==> config.mk <==
export PLATFORM = sky130hd
export DESIGN_NAME = fetch_redirect_ctrl
export DESIGN_NICKNAME = d
export VERILOG_FILES = /design/src/rtl/fetch_redirect_ctrl_pkg.sv /design/src/rtl/fetch_redirect_ctrl_load_use_detect.sv /design/src/rtl/fetch_redirect_ctrl.sv
export SDC_FILE = /design/constraint.sdc
export NUM_CORES = 1
export LEC_CHECK = 0
export BUFFER_PORTS_ARGS = -buffer_cell sky130_fd_sc_hd__buf_2
export CORE_MARGIN = 2
export CORE_UTILIZATION = 43
export CTS_CLUSTER_DIAMETER = 80
export CTS_CLUSTER_SIZE = 30
export DETAILED_ROUTE_END_ITERATION = 16
export PLACE_DENSITY = 0.81
export SLEW_MARGIN = 20
export SYNTH_ARGS = -nofsm -noshare
export SYNTH_HDL_FRONTEND = slang
export SYNTH_SLANG_ARGS = --single-unit
==> constraint.sdc <==
create_clock -name clk -period 2.5 [get_ports clk]
set_input_delay 0.5 -clock clk [delete_from_list [all_inputs] [get_ports clk]]
set_output_delay 0.5 -clock clk [all_outputs]
set_load 0.02 [all_outputs]
==> src/rtl/fetch_redirect_ctrl_pkg.sv <==
// Shared types for the fetch redirect controller and the fetch-side integration.
// redirect_t carries a REDIR_AWIDTH-bit target; the controller's AWIDTH must not exceed it.
package fetch_redirect_ctrl_pkg;

    localparam int REDIR_AWIDTH = 32;

    typedef enum logic {
        REDIR_RUN     = 1'b0,
        REDIR_PENDING = 1'b1
    } redir_state_e;

    typedef struct packed {
        logic                    taken;
        logic                    jump;
        logic [REDIR_AWIDTH-1:0] target;
    } redirect_t;

    // Build a redirect record; fetch only accepts word-aligned targets, so the
    // two low bits are cleared here once for every consumer.
    function automatic redirect_t make_redirect(input logic                    taken,
                                                input logic                    jump,
                                                input logic [REDIR_AWIDTH-1:0] target);
        redirect_t r;
        r.taken  = taken;
        r.jump   = jump;
        r.target = target & ~REDIR_AWIDTH'(3);
        return r;
    endfunction

endpackage

==> src/rtl/fetch_redirect_ctrl_load_use_detect.sv <==
// Combinational load-use hazard comparator: flags a decode instruction that
// reads the destination of a load currently in execute (x0 never hazards).
module load_use_detect #(
    parameter int RWIDTH = 5
) (
    input  logic [RWIDTH-1:0] id_rs1,
    input  logic [RWIDTH-1:0] id_rs2,
    input  logic              id_use_rs1,
    input  logic              id_use_rs2,
    input  logic              ex_valid,
    input  logic [RWIDTH-1:0] ex_rd,
    input  logic              ex_is_load,
    output logic              lu
);

    logic rs1_hit;
    logic rs2_hit;

    assign rs1_hit = id_use_rs1 && (id_rs1 == ex_rd);
    assign rs2_hit = id_use_rs2 && (id_rs2 == ex_rd);
    assign lu      = ex_valid && ex_is_load && (ex_rd != '0) && (rs1_hit || rs2_hit);

endmodule

==> src/rtl/fetch_redirect_ctrl.sv <==
// Fetch redirect / hazard controller. Issues branch/jump redirects to fetch
// combinationally, inserts load-use bubbles, and parks a redirect that resolves
// during a memory stall until the stall releases.
// Optional macro REDIRECT_PERF_EN adds stall-cycle and flush performance counters.
module fetch_redirect_ctrl
    import fetch_redirect_ctrl_pkg::*;
#(
    parameter int AWIDTH = 32,
    parameter int RWIDTH = 5,
    parameter int CWIDTH = 32
) (
    input  logic              clk,
    input  logic              rst,
    input  logic [RWIDTH-1:0] id_rs1_i,
    input  logic [RWIDTH-1:0] id_rs2_i,
    input  logic              id_use_rs1_i,
    input  logic              id_use_rs2_i,
    input  logic              ex_valid_i,
    input  logic [RWIDTH-1:0] ex_rd_i,
    input  logic              ex_is_load_i,
    input  logic              ex_branch_taken_i,
    input  logic              ex_jump_i,
    input  logic [AWIDTH-1:0] ex_target_i,
    input  logic              mem_stall_i,
    output logic              stall_o,
    output logic              flush_o,
    output logic              branch_taken_o,
    output logic              jump_o,
    output logic [AWIDTH-1:0] branch_target_o,
    output logic              ex_bubble_o,
    output logic [CWIDTH-1:0] stall_cycles_o,
    output logic [CWIDTH-1:0] flush_count_o
);

    redir_state_e state_q;
    redir_state_e state_d;
    redirect_t    pend_q;
    redirect_t    cur_redir;
    redirect_t    out_redir;
    logic         redir;
    logic         lu;

    assign redir     = ex_valid_i && (ex_branch_taken_i || ex_jump_i);
    assign cur_redir = make_redirect(ex_branch_taken_i, ex_jump_i, REDIR_AWIDTH'(ex_target_i));

    load_use_detect #(
        .RWIDTH (RWIDTH)
    ) u_load_use_detect (
        .id_rs1     (id_rs1_i),
        .id_rs2     (id_rs2_i),
        .id_use_rs1 (id_use_rs1_i),
        .id_use_rs2 (id_use_rs2_i),
        .ex_valid   (ex_valid_i),
        .ex_rd      (ex_rd_i),
        .ex_is_load (ex_is_load_i),
        .lu         (lu)
    );

    // State register
    always_ff @(posedge clk or posedge rst) begin
        if (rst) begin
            state_q <= REDIR_RUN;
        end else begin
            state_q <= state_d;
        end
    end

    // Capture a redirect that resolves while memory is stalled; later ex
    // inputs are ignored until it has been issued.
    always_ff @(posedge clk or posedge rst) begin
        if (rst) begin
            pend_q <= '0;
        end else if (state_q == REDIR_RUN && mem_stall_i && redir) begin
            pend_q <= cur_redir;
        end
    end

    // Next-state: park on a stalled redirect, release on the first unstalled cycle
    always_comb begin
        state_d = state_q;
        case (state_q)
            REDIR_RUN:     if (mem_stall_i && redir) state_d = REDIR_PENDING;
            REDIR_PENDING: if (!mem_stall_i)         state_d = REDIR_RUN;
            default:       state_d = REDIR_RUN;
        endcase
    end

    // Outputs: redirect beats load-use beats idle; everything is quiet in reset
    always_comb begin
        stall_o     = 1'b0;
        flush_o     = 1'b0;
        ex_bubble_o = 1'b0;
        out_redir   = '0;
        if (!rst) begin
            case (state_q)
                REDIR_RUN: begin
                    if (mem_stall_i) begin
                        stall_o = 1'b1;
                    end else if (redir) begin
                        flush_o   = 1'b1;
                        out_redir = cur_redir;
                    end else if (lu) begin
                        stall_o     = 1'b1;
                        ex_bubble_o = 1'b1;
                    end
                end
                REDIR_PENDING: begin
                    if (mem_stall_i) begin
                        stall_o = 1'b1;
                    end else begin
                        // Flush squashes decode, so a coincident load-use is moot.
                        flush_o   = 1'b1;
                        out_redir = pend_q;
                    end
                end
                default: ;
            endcase
        end
    end

    assign branch_taken_o  = out_redir.taken;
    assign jump_o          = out_redir.jump;
    assign branch_target_o = AWIDTH'(out_redir.target);

`ifdef REDIRECT_PERF_EN
    logic [CWIDTH-1:0] stall_cnt_q;
    logic [CWIDTH-1:0] flush_cnt_q;

    // Free-running wrap-around counters of stall and flush cycles
    always_ff @(posedge clk or posedge rst) begin
        if (rst) begin
            stall_cnt_q <= '0;
            flush_cnt_q <= '0;
        end else begin
            if (stall_o) stall_cnt_q <= stall_cnt_q + CWIDTH'(1);
            if (flush_o) flush_cnt_q <= flush_cnt_q + CWIDTH'(1);
        end
    end

    assign stall_cycles_o = stall_cnt_q;
    assign flush_count_o  = flush_cnt_q;
`else
    assign stall_cycles_o = '0;
    assign flush_count_o  = '0;
`endif

endmodule

* Word-level counts from Yosys, hierarchy flattened *
Index checks and enable logic that the tools add are counted.

operators by class
  eq/ne operators = 2
  multiplexer cells = 21
  bitwise gates (word level) = 1
  reductions and logical operators = 12

operator list
  kind                 number
  $mux W34             4
  $pmux W34 S2         1
  $mux W1              13
  $eq A5 B5 Y1         2
  $logic_and A1 B1 Y1  9
  $pmux W1 S2          3
  $reduce_bool A5 Y1   1
  $logic_or A1 B1 Y1   2
  $not A1 Y1           1

storage, ports and cells
  flip-flop bits (word level) = 33
  input bits = 56
  output and inout bits = 101
  logic and storage cells = 40

* Logic depth before layout (Yosys ltp) *
Gate-level depths: netlist (run 1).

  depth after elaboration = 9
  depth in mapped cells = 5
  depth with buffers taken out = 4

* Hierarchy *
Synthesis (run 1) repeated with hierarchy kept, for this count alone.

second synthesis, totals
  cells, all modules = 203
  area, all modules = 2233.4 um^2

by module, submodules not included
  module               times used  cells each  area an instance (um^2)  sequential area each (um^2)
  fetch_redirect_ctrl  1           186         2098.3                   825.8
  load_use_detect      1           17          135.1                    0.0

* Least setup slack after synthesis (run 1) *
Ideal clock, no wire load.

  path kind = in2out
  start = in rst
  end = out stall_o
  data arrival time = 1728 ps
  data required time = 2000 ps
  path slack = 272 ps
  stages on the path = 4
  buffers on the path = 1
  cell sequence = clkbuf_1 > inv_1 > nand2_1 > o31ai_2

between the ends
  word-level cells in the longest chain between the ends = 1

ends and longest elaborated chain
  element          line                       text
  start, declared  fetch_redirect_ctrl.sv:13  input logic rst,
  $mux W1          fetch_redirect_ctrl.sv:94  if (!rst) begin
  end, declared    fetch_redirect_ctrl.sv:25  output logic stall_o,

No other way between the ends.

* Final worst setup path (run 1) *
  start = reg state_q
  end = out branch_target_o[15]

between the ends
  word-level cells in the longest chain between the ends = 3

ends and longest elaborated chain
  element                 line                       text
  start, declared         fetch_redirect_ctrl.sv:35  redir_state_e state_q;
  start signal, assigned  fetch_redirect_ctrl.sv:64  state_q <= state_d;
  $not A1 Y1              -
  $pmux W34 S2 *          fetch_redirect_ctrl.sv:95  case (state_q)
  $mux W34 *              fetch_redirect_ctrl.sv:94
  end, declared           fetch_redirect_ctrl.sv:29  output logic [AWIDTH-1:0] branch_target_o,

Every way passes the cells marked *; elsewhere a longest branch is shown, timed or not.

==> metrics.txt, run 1 <==
# TYPE chip_impl_metric gauge
chip_impl_metric{name="final-hold-violation-count",unit=""} 0
chip_impl_metric{name="globalplace.congestion",unit=""} 0.710
chip_impl_metric{name="area_fraction_in_and_or_nand_and_nor_cells_after_synthesis",unit=""} 0.110
chip_impl_info{name="critical_path_class",value="reg -> out"} 1
chip_impl_metric{name="drv_cap",unit=""} 0
chip_impl_metric{name="post-route-util",unit=""} 0.514
chip_impl_metric{name="fin_ws",unit="ps"} 287
chip_impl_metric{name="post_route_wl",unit="mm"} 4.89
chip_impl_info{name="crit-reg2reg-launch",value="state_q"} 1
chip_impl_metric{name="cts_inserted_buffers",unit=""} 5
chip_impl_info{name="grt_setup_unrepaired",value="false"} 1
chip_impl_metric{name="synthArstFlopShare",unit=""} 1.00
chip_impl_metric{name="power_density",unit="mW/mm^2"} 628
chip_impl_metric{name="antenna_viol_nets_final",unit=""} 0
chip_impl_metric{name="synth-seq-cells",unit=""} 33
chip_impl_metric{name="reg_clk_slew_reported_paths",unit="ps"} 80
chip_impl_metric{name="period_utilization_post_route",unit=""} 0.885
chip_impl_metric{name="initial_utilization",unit=""} 0.442
chip_impl_metric{name="synth-edff-count",unit=""} 0
chip_impl_metric{name="cts_max_level",unit=""} 2
chip_impl_metric{name="synth_top_cell_area_share",unit=""} 0.341
chip_impl_info{name="yosys.cell_count.top_type",value="sky130_fd_sc_hd__buf_4"} 1
chip_impl_info{name="cts_root_buf",value="sky130_fd_sc_hd__clkbuf_8"} 1
chip_impl_metric{name="overflow",unit=""} 0
chip_impl_info{name="synth_top_cells_by_count",value="69 x sky130_fd_sc_hd__buf_4, 33 x sky130_fd_sc_hd__dfrtp_1, 33 x sky130_fd_sc_hd__nor2_1, 31 x sky130_fd_sc_hd__a22oi_1, 21 x sky130_fd_sc_hd__mux2_2"} 1
chip_impl_metric{name="fp.dieH",unit="um"} 79.0
chip_impl_metric{name="data_arrival_critical_path",unit="ps"} 1710
chip_impl_metric{name="drt_iter0_markers",unit=""} 64
chip_impl_info{name="dominant_combinational_cell_family_by_area_after_synthesis",value="buffers and inverters"} 1
chip_impl_metric{name="cts_resized",unit=""} 0
chip_impl_metric{name="worst_hold_path.num_cells",unit=""} 2
chip_impl_metric{name="avgViaCountPerCell",unit=""} 4.57
chip_impl_metric{name="die_x",unit="um"} 79.0
chip_impl_metric{name="final-instance-count-excl-fill",unit=""} 403
chip_impl_info{name="worst_setup_path_startpoint",value="state_q"} 1
chip_impl_metric{name="p_leak",unit="nW"} 1.47
chip_impl_metric{name="grt_antenna_before_repair",unit=""} 0
chip_impl_info{name="critical_path.endpoint_type",value="output port"} 1
chip_impl_metric{name="final-setup-viol-count",unit=""} 0
chip_impl_metric{name="fin_worst_skew",unit="ps"} 7.72
chip_impl_metric{name="layout_area_growth_over_synthesis",unit="%"} 16.2
chip_impl_metric{name="mappedNetlistArea",unit="mm^2"} 0.00242
chip_impl_metric{name="grt_first_pass_wirelength",unit="mm"} 7.69
chip_impl_metric{name="worst-path-max-fanout",unit=""} 26
chip_impl_metric{name="worst-endpoint-required",unit="ps"} 2000
chip_impl_metric{name="final.fill_count",unit=""} 523
chip_impl_metric{name="slew_violations",unit=""} 0
chip_impl_metric{name="num-nets-final",unit=""} 386
chip_impl_metric{name="grt_pass1_vias",unit=""} 1720
chip_impl_metric{name="max_freq",unit="MHz"} 452
chip_impl_metric{name="clk_path_buf_depth",unit=""} 2
chip_impl_metric{name="synth_mux_area_frac",unit=""} 0.157
chip_impl_metric{name="synth_compound_area_frac",unit=""} 0.109
chip_impl_info{name="status",value="complete, no violations"} 1
chip_impl_metric{name="post_route_cells_drive_above_1_share",unit=""} 0.414
chip_impl_metric{name="synth.lib_cells_used.distinct",unit=""} 29
chip_impl_metric{name="yosysSeqAreaShare",unit=""} 0.341
chip_impl_info{name="cts_tree",value="built"} 1
chip_impl_metric{name="floorplan.rows",unit=""} 27
chip_impl_metric{name="port_buffers",unit=""} 88
chip_impl_metric{name="route.detailed.wl_per_inst",unit="um"} 12.1
chip_impl_info{name="cp-endpoint",value="branch_target_o[15]"} 1
chip_impl_metric{name="die_area",unit="mm^2"} 0.00625
chip_impl_metric{name="yosys.area_share.adder",unit=""} 0
chip_impl_info{name="r2r-end",value="pend_q[26]"} 1
chip_impl_metric{name="dp_cells",unit=""} 394
chip_impl_info{name="critical_path.startpoint_type",value="flop"} 1
chip_impl_metric{name="yosys.area_share.xor_xnor",unit=""} 0.0362
chip_impl_metric{name="synth-warning-count",unit=""} 0
chip_impl_metric{name="syn_area_per_cell",unit="um^2"} 9.92
chip_impl_metric{name="syn-instance-count",unit=""} 244
chip_impl_metric{name="hpwlAfterDp",unit="mm"} 3.64
chip_impl_info{name="netlist.top_cell.by_area",value="sky130_fd_sc_hd__dfrtp_1"} 1
chip_impl_metric{name="drtPass1Iterations",unit=""} 4
chip_impl_metric{name="post-place-ws",unit="ps"} 279
chip_impl_metric{name="drc_errors",unit=""} 0
chip_impl_metric{name="clock_latency",unit="ps"} 280
chip_impl_metric{name="r2r_slack",unit="ps"} 990
chip_impl_metric{name="r2r_cells",unit=""} 4
chip_impl_metric{name="clkSinkCount",unit=""} 33
chip_impl_metric{name="period_needed",unit="ps"} 2210
chip_impl_metric{name="pin_count",unit=""} 157
chip_impl_metric{name="power",unit="mW"} 1.77
chip_impl_info{name="holdCritPathClass",value="in -> reg"} 1
chip_impl_metric{name="grt_max_degree",unit=""} 34
chip_impl_metric{name="via_count",unit=""} 1841
chip_impl_metric{name="ant_diodes",unit=""} 0
chip_impl_metric{name="fp.coreArea",unit="mm^2"} 0.00547
chip_impl_metric{name="vdd_ir_drop_max",unit="mV"} 0.444
chip_impl_info{name="ys.flop_type",value="sky130_fd_sc_hd__dfrtp_1"} 1
chip_impl_info{name="post_synth_main_area_contributors",value="sky130_fd_sc_hd__dfrtp_1 34%, sky130_fd_sc_hd__buf_4 21%, sky130_fd_sc_hd__mux2_2 9.8%"} 1
chip_impl_metric{name="final.setup.tns",unit="ps"} 0
chip_impl_metric{name="groute.usage.overall",unit=""} 0.155
## where the power goes
| group | internal (mW) | switching, mW |
|---|---|---|
| Combinational | 0.189 | 0.261 |
| Clock | 0.401 | 0.209 |
| Sequential | 0.647 | 0.0593 |
## routing by layer
| layer | routed length, um | track usage | vias up |
|---|---|---|---|
| met1 | 2000 | 0.183 | 871 |
| met3 | 429 | 0.0466 | 4 |
| met2 | 2410 | 0.272 | 94 |
| met4 | 47 | 0.0414 | 0 |
| li1 | - | - | 872 |
| met5 | 0 | 0 | - |
## kinds of logic (layout without fill, tap and decap cells)
logic type | Yosys count | in the layout
AO/OA/AOI/OAI | 35 | 35
XOR/XNOR | 10 | 10
buffers and inverters | 82 | 104
flip-flops | 33 | 33
multiplexers | 32 | 32
other | 1 | 66
AND/OR/NAND/NOR | 51 | 51
## state kept, by name, summed over array words and instances, names as in the netlist
signal,count
pend_q,32
state_q,1
## worst min-delay path by stage
stage	start	end	slack [ps]
finish	ex_target_i[21]	pend_q[21]	440
global route	ex_target_i[15]	pend_q[15]	440
detailed placement	pend_q[21]	pend_q[21]	490
global placement	pend_q[15]	pend_q[15]	480
CTS	ex_target_i[21]	pend_q[21]	440
floorplan	pend_q[15]	pend_q[15]	470
## critical path, cell delays in order (launching register included)
cell and delay [ps]:
sky130_fd_sc_hd__dfrtp_1 420, sky130_fd_sc_hd__nand2b_4 180, sky130_fd_sc_hd__nor3_4 220, sky130_fd_sc_hd__buf_12 200, sky130_fd_sc_hd__a22oi_1 100, sky130_fd_sc_hd__nor2_1 110, sky130_fd_sc_hd__buf_2 180
## repair_timing
action,CTS,global route
endpoints found under the hold margin,0,0
hold buffers,0,0
setup endpoints to repair,0,1
setup buffers,0,1
## stage by stage
step                      cell area (um^2)  hold slack, ps
final                                 2810             442
after global routing                  2810             436
after CTS                             2810             436
after detailed placement              2670             486
after global placement                2670             476
after floorplan                       2670             465
## layout make-up
class                           count  area, um^2  share of cell area
Clock inverter                      3        68.8              0.0245
Timing Repair Buffer               94         498               0.177
Multi-Input combinational cell    194        1250               0.446
Tap cell                           72        90.1              0.0320
Clock buffer                        5        68.8              0.0245
Inverter                            2        7.51             0.00267
Sequential cell                    33         826               0.294
## cells in the final DEF, fill, tap and decap left out, types with 2 or more instances in the layout
master	Yosys	layout
sky130_fd_sc_hd__buf_2	4	88
sky130_fd_sc_hd__conb_1	1	66
sky130_fd_sc_hd__nor2_1	33	33
sky130_fd_sc_hd__dfrtp_1	33	33
sky130_fd_sc_hd__a22oi_1	31	31
sky130_fd_sc_hd__mux2_2	21	21
sky130_fd_sc_hd__xor2_1	8	8
sky130_fd_sc_hd__mux2_1	6	6
sky130_fd_sc_hd__mux2_4	5	5
sky130_fd_sc_hd__clkbuf_8	0	5
sky130_fd_sc_hd__buf_4	69	5
sky130_fd_sc_hd__nand2_1	3	3
sky130_fd_sc_hd__nor2_4	2	2
sky130_fd_sc_hd__inv_1	2	2
sky130_fd_sc_hd__a21oi_1	2	2
sky130_fd_sc_hd__nor3_1	2	2
sky130_fd_sc_hd__nor4_2	2	2
sky130_fd_sc_hd__xnor2_1	2	2
sky130_fd_sc_hd__bufinv_16	0	2
Power figures use the tool's default switching activity.
==> run 2, diff against run 1 <==
Settings changed: CORE_UTILIZATION 43 to 42, PLACE_DENSITY 0.81 to 0.82, SYNTH_HIERARCHICAL set to 1.
==> run 2 against run 1 <==
Against the previous run: clock skew about the same; largest cell class unchanged; largest power group unchanged; wire length decreased by 6.7%; sequential cell count unchanged; critical path type is now in -> out.
==> metrics.txt, run 2 <==
# TYPE chip_impl_metric gauge
chip_impl_metric{name="clock_latency",unit="ps"} 280
chip_impl_metric{name="r2r_cells",unit=""} 3
chip_impl_metric{name="slew_violations",unit=""} 0
chip_impl_metric{name="period_utilization_post_route",unit=""} 0.906
chip_impl_info{name="synth_top_cells_by_count",value="69 x sky130_fd_sc_hd__buf_4, 33 x sky130_fd_sc_hd__dfrtp_1, 32 x sky130_fd_sc_hd__a22o_1, 32 x sky130_fd_sc_hd__mux2_2, 8 x sky130_fd_sc_hd__xor2_1"} 1
chip_impl_metric{name="drt_iter0_markers",unit=""} 27
chip_impl_metric{name="synth-warning-count",unit=""} 6
chip_impl_metric{name="synth.lib_cells_used.distinct",unit=""} 23
chip_impl_metric{name="cts_resized",unit=""} 0
chip_impl_metric{name="antenna_viol_nets_final",unit=""} 0
chip_impl_metric{name="drc_errors",unit=""} 0
chip_impl_info{name="post_synth_main_area_contributors",value="sky130_fd_sc_hd__dfrtp_1 37%, sky130_fd_sc_hd__buf_4 23%, sky130_fd_sc_hd__mux2_2 16%"} 1
chip_impl_metric{name="final.setup.tns",unit="ps"} 0
chip_impl_info{name="cts_root_buf",value="sky130_fd_sc_hd__clkbuf_8"} 1
chip_impl_metric{name="worst-path-max-fanout",unit=""} 3
chip_impl_metric{name="hpwlAfterDp",unit="mm"} 3.44
chip_impl_info{name="critical_path.endpoint_type",value="output port"} 1
chip_impl_metric{name="grt_antenna_before_repair",unit=""} 0
chip_impl_metric{name="ant_diodes",unit=""} 0
chip_impl_info{name="most_common_cell_after_layout_fill_and_taps_aside",value="sky130_fd_sc_hd__buf_2"} 1
chip_impl_metric{name="grt_max_degree",unit=""} 30
chip_impl_metric{name="via_count",unit=""} 1665
chip_impl_metric{name="power",unit="mW"} 1.52
chip_impl_metric{name="post_route_cells_drive_above_1_share",unit=""} 0.466
chip_impl_metric{name="fp.coreArea",unit="mm^2"} 0.00511
chip_impl_metric{name="grt_first_pass_wirelength",unit="mm"} 7.40
chip_impl_metric{name="drv_cap",unit=""} 0
chip_impl_metric{name="clkSinkCount",unit=""} 33
chip_impl_metric{name="globalplace.congestion",unit=""} 0.746
chip_impl_metric{name="floorplan.rows",unit=""} 26
chip_impl_metric{name="grt_pass1_vias",unit=""} 1644
chip_impl_metric{name="synthArstFlopShare",unit=""} 1.00
chip_impl_metric{name="postCtsHoldBufs",unit=""} 0
chip_impl_metric{name="fp.dieH",unit="um"} 76.9
chip_impl_metric{name="die_area",unit="mm^2"} 0.00592
chip_impl_metric{name="clk_path_buf_depth",unit=""} 2
chip_impl_metric{name="power_density",unit="mW/mm^2"} 579
chip_impl_info{name="top_registers",value="pend_q (32), state_q (1)"} 1
chip_impl_metric{name="post_route_wl",unit="mm"} 4.56
chip_impl_metric{name="avgViaCountPerCell",unit=""} 4.57
chip_impl_info{name="holdCritPathClass",value="in -> async"} 1
chip_impl_metric{name="data_arrival_critical_path",unit="ps"} 1770
chip_impl_metric{name="initial_utilization",unit=""} 0.437
chip_impl_info{name="critical_path.startpoint_type",value="input pin"} 1
chip_impl_metric{name="synth_top_cell_area_share",unit=""} 0.370
chip_impl_metric{name="pin_count",unit=""} 157
chip_impl_info{name="netlist.top_cell.by_area",value="sky130_fd_sc_hd__dfrtp_1"} 1
chip_impl_metric{name="cts_inserted_buffers",unit=""} 5
chip_impl_info{name="cts_tree",value="built"} 1
chip_impl_metric{name="final.fill_count",unit=""} 475
chip_impl_info{name="yosys.cell_count.top_type",value="sky130_fd_sc_hd__buf_4"} 1
chip_impl_metric{name="final-hold-violation-count",unit=""} 0
chip_impl_metric{name="yosysSeqAreaShare",unit=""} 0.370
chip_impl_metric{name="p_leak",unit="nW"} 1.39
chip_impl_metric{name="cts.repair_timing.setup_buffer_count",unit=""} 0
chip_impl_metric{name="die_x",unit="um"} 76.9
chip_impl_metric{name="vdd_ir_drop_max",unit="mV"} 0.430
chip_impl_metric{name="groute.usage.overall",unit=""} 0.155
chip_impl_metric{name="mappedNetlistArea",unit="mm^2"} 0.00223
chip_impl_metric{name="period_needed",unit="ps"} 2270
chip_impl_info{name="status",value="complete, no violations"} 1
chip_impl_metric{name="layout_area_growth_over_synthesis",unit="%"} 17.6
chip_impl_metric{name="route.detailed.wl_per_inst",unit="um"} 12.5
chip_impl_metric{name="synth-edff-count",unit=""} 0
chip_impl_metric{name="max_ffs_per_register",unit=""} 32
chip_impl_info{name="ys.flop_type",value="sky130_fd_sc_hd__dfrtp_1"} 1
chip_impl_metric{name="num-nets-final",unit=""} 349
chip_impl_metric{name="final-setup-viol-count",unit=""} 0
chip_impl_metric{name="max_freq",unit="MHz"} 441
chip_impl_metric{name="worst-endpoint-required",unit="ps"} 2000
chip_impl_metric{name="overflow",unit=""} 0
chip_impl_info{name="layout_common_cells",value="88 x sky130_fd_sc_hd__buf_2, 66 x sky130_fd_sc_hd__conb_1, 33 x sky130_fd_sc_hd__dfrtp_1, 32 x sky130_fd_sc_hd__mux2_2, 32 x sky130_fd_sc_hd__a22o_1"} 1
chip_impl_metric{name="fin_worst_skew",unit="ps"} 7.26
chip_impl_metric{name="syn_area_per_cell",unit="um^2"} 11.0
chip_impl_metric{name="reg_clk_slew_reported_paths",unit="ps"} 80
chip_impl_metric{name="drtPass1Iterations",unit=""} 4
chip_impl_metric{name="syn-instance-count",unit=""} 203
chip_impl_metric{name="cts_max_level",unit=""} 2
chip_impl_metric{name="port_buffers",unit=""} 88
chip_impl_info{name="grt_setup_unrepaired",value="false"} 1
chip_impl_info{name="registers.top_by_ff_count",value="pend_q"} 1
chip_impl_metric{name="synth-seq-cells",unit=""} 33
chip_impl_info{name="critical_path_class",value="in -> out"} 1
[run 2: cell types whose count changed after synthesis, sizes merged, moves of 2 or more]
cell / delta
clkbuf: -4
a22oi: -31
a22o: +32
nand3: +2
nor2: -33
nand2: -4
[run 2: stage by stage]
stage	setup slack [ps]	utilization	instance area [um^2]	hold slack [ps]	std cells
4_1_cts	255	0.514	2630	255	364
2_1_floorplan	465	-	2480	482	268
3_5_place_dp	259	0.497	2540	497	356
6_report	234	0.514	2630	246	364
3_3_place_gp	264	0.497	2540	489	356
5_1_grt	133	0.514	2630	276	364
[run 2: worst paths after layout]
| check | start | end | slack (ps) |
|---|---|---|---|
| min in group clk | ex_target_i[13] | pend_q[13] | 460 |
| setup / recovery | ex_rd_i[2] | stall_o | 230 |
| hold reg to reg | pend_q[4] | pend_q[4] | 510 |
| max in group asynchronous | rst | pend_q[33] | 1600 |
| hold / removal | rst | pend_q[8] | 250 |
| setup reg to reg | state_q | pend_q[24] | 980 |
[run 2: worst max-delay path, stage by stage]
cell	delay (ps)
sky130_fd_sc_hd__buf_2	130
sky130_fd_sc_hd__or4_1	540
sky130_fd_sc_hd__o211ai_2	150
sky130_fd_sc_hd__a21oi_1	70
sky130_fd_sc_hd__a31oi_1	170
sky130_fd_sc_hd__nor2_1	50
sky130_fd_sc_hd__buf_2	160
[run 2: final cells by class]
cell class | count | area (um^2) | area share
clock buffer | 5 | 68.8 | 0.0262
sequential | 33 | 826 | 0.314
clock inverter | 3 | 17.5 | 0.00667
timing repair buffer | 93 | 503 | 0.192
multi-input combinational | 158 | 1120 | 0.425
tap | 70 | 87.6 | 0.0333
inverter | 2 | 7.51 | 0.00286
[run 2: per-layer routing]
layer / vias up / wire length (um) / track usage
li1: 764 / - / -
met1: 801 / 1750 / 0.171
met2: 98 / 2340 / 0.280
met3: 2 / 450 / 0.0576
met4: 0 / 17 / 0.0400
met5: - / 0 / 0
[run 2: cell families (layout without fill, tap and decap cells)]
kind of cell	after synthesis	count (layout)	synth area share
muxes	32	32	0.161
and+or+nand+nor	14	14	0.0409
other	1	66	0.00168
DFF	33	33	0.370
buffers and inverters	77	103	0.249
AOI/OAI and AO/OA	36	36	0.138
xor gates and xnor gates	10	10	0.0392
[run 2: where the power goes]
group	switching (mW)	internal (mW)	total (mW)	leakage (nW)
registers	0.0601	0.650	0.710	0.391
clock network	0.207	0.192	0.399	0.0439
logic	0.235	0.177	0.412	0.952
total	0.502	1.02	1.52	1.39
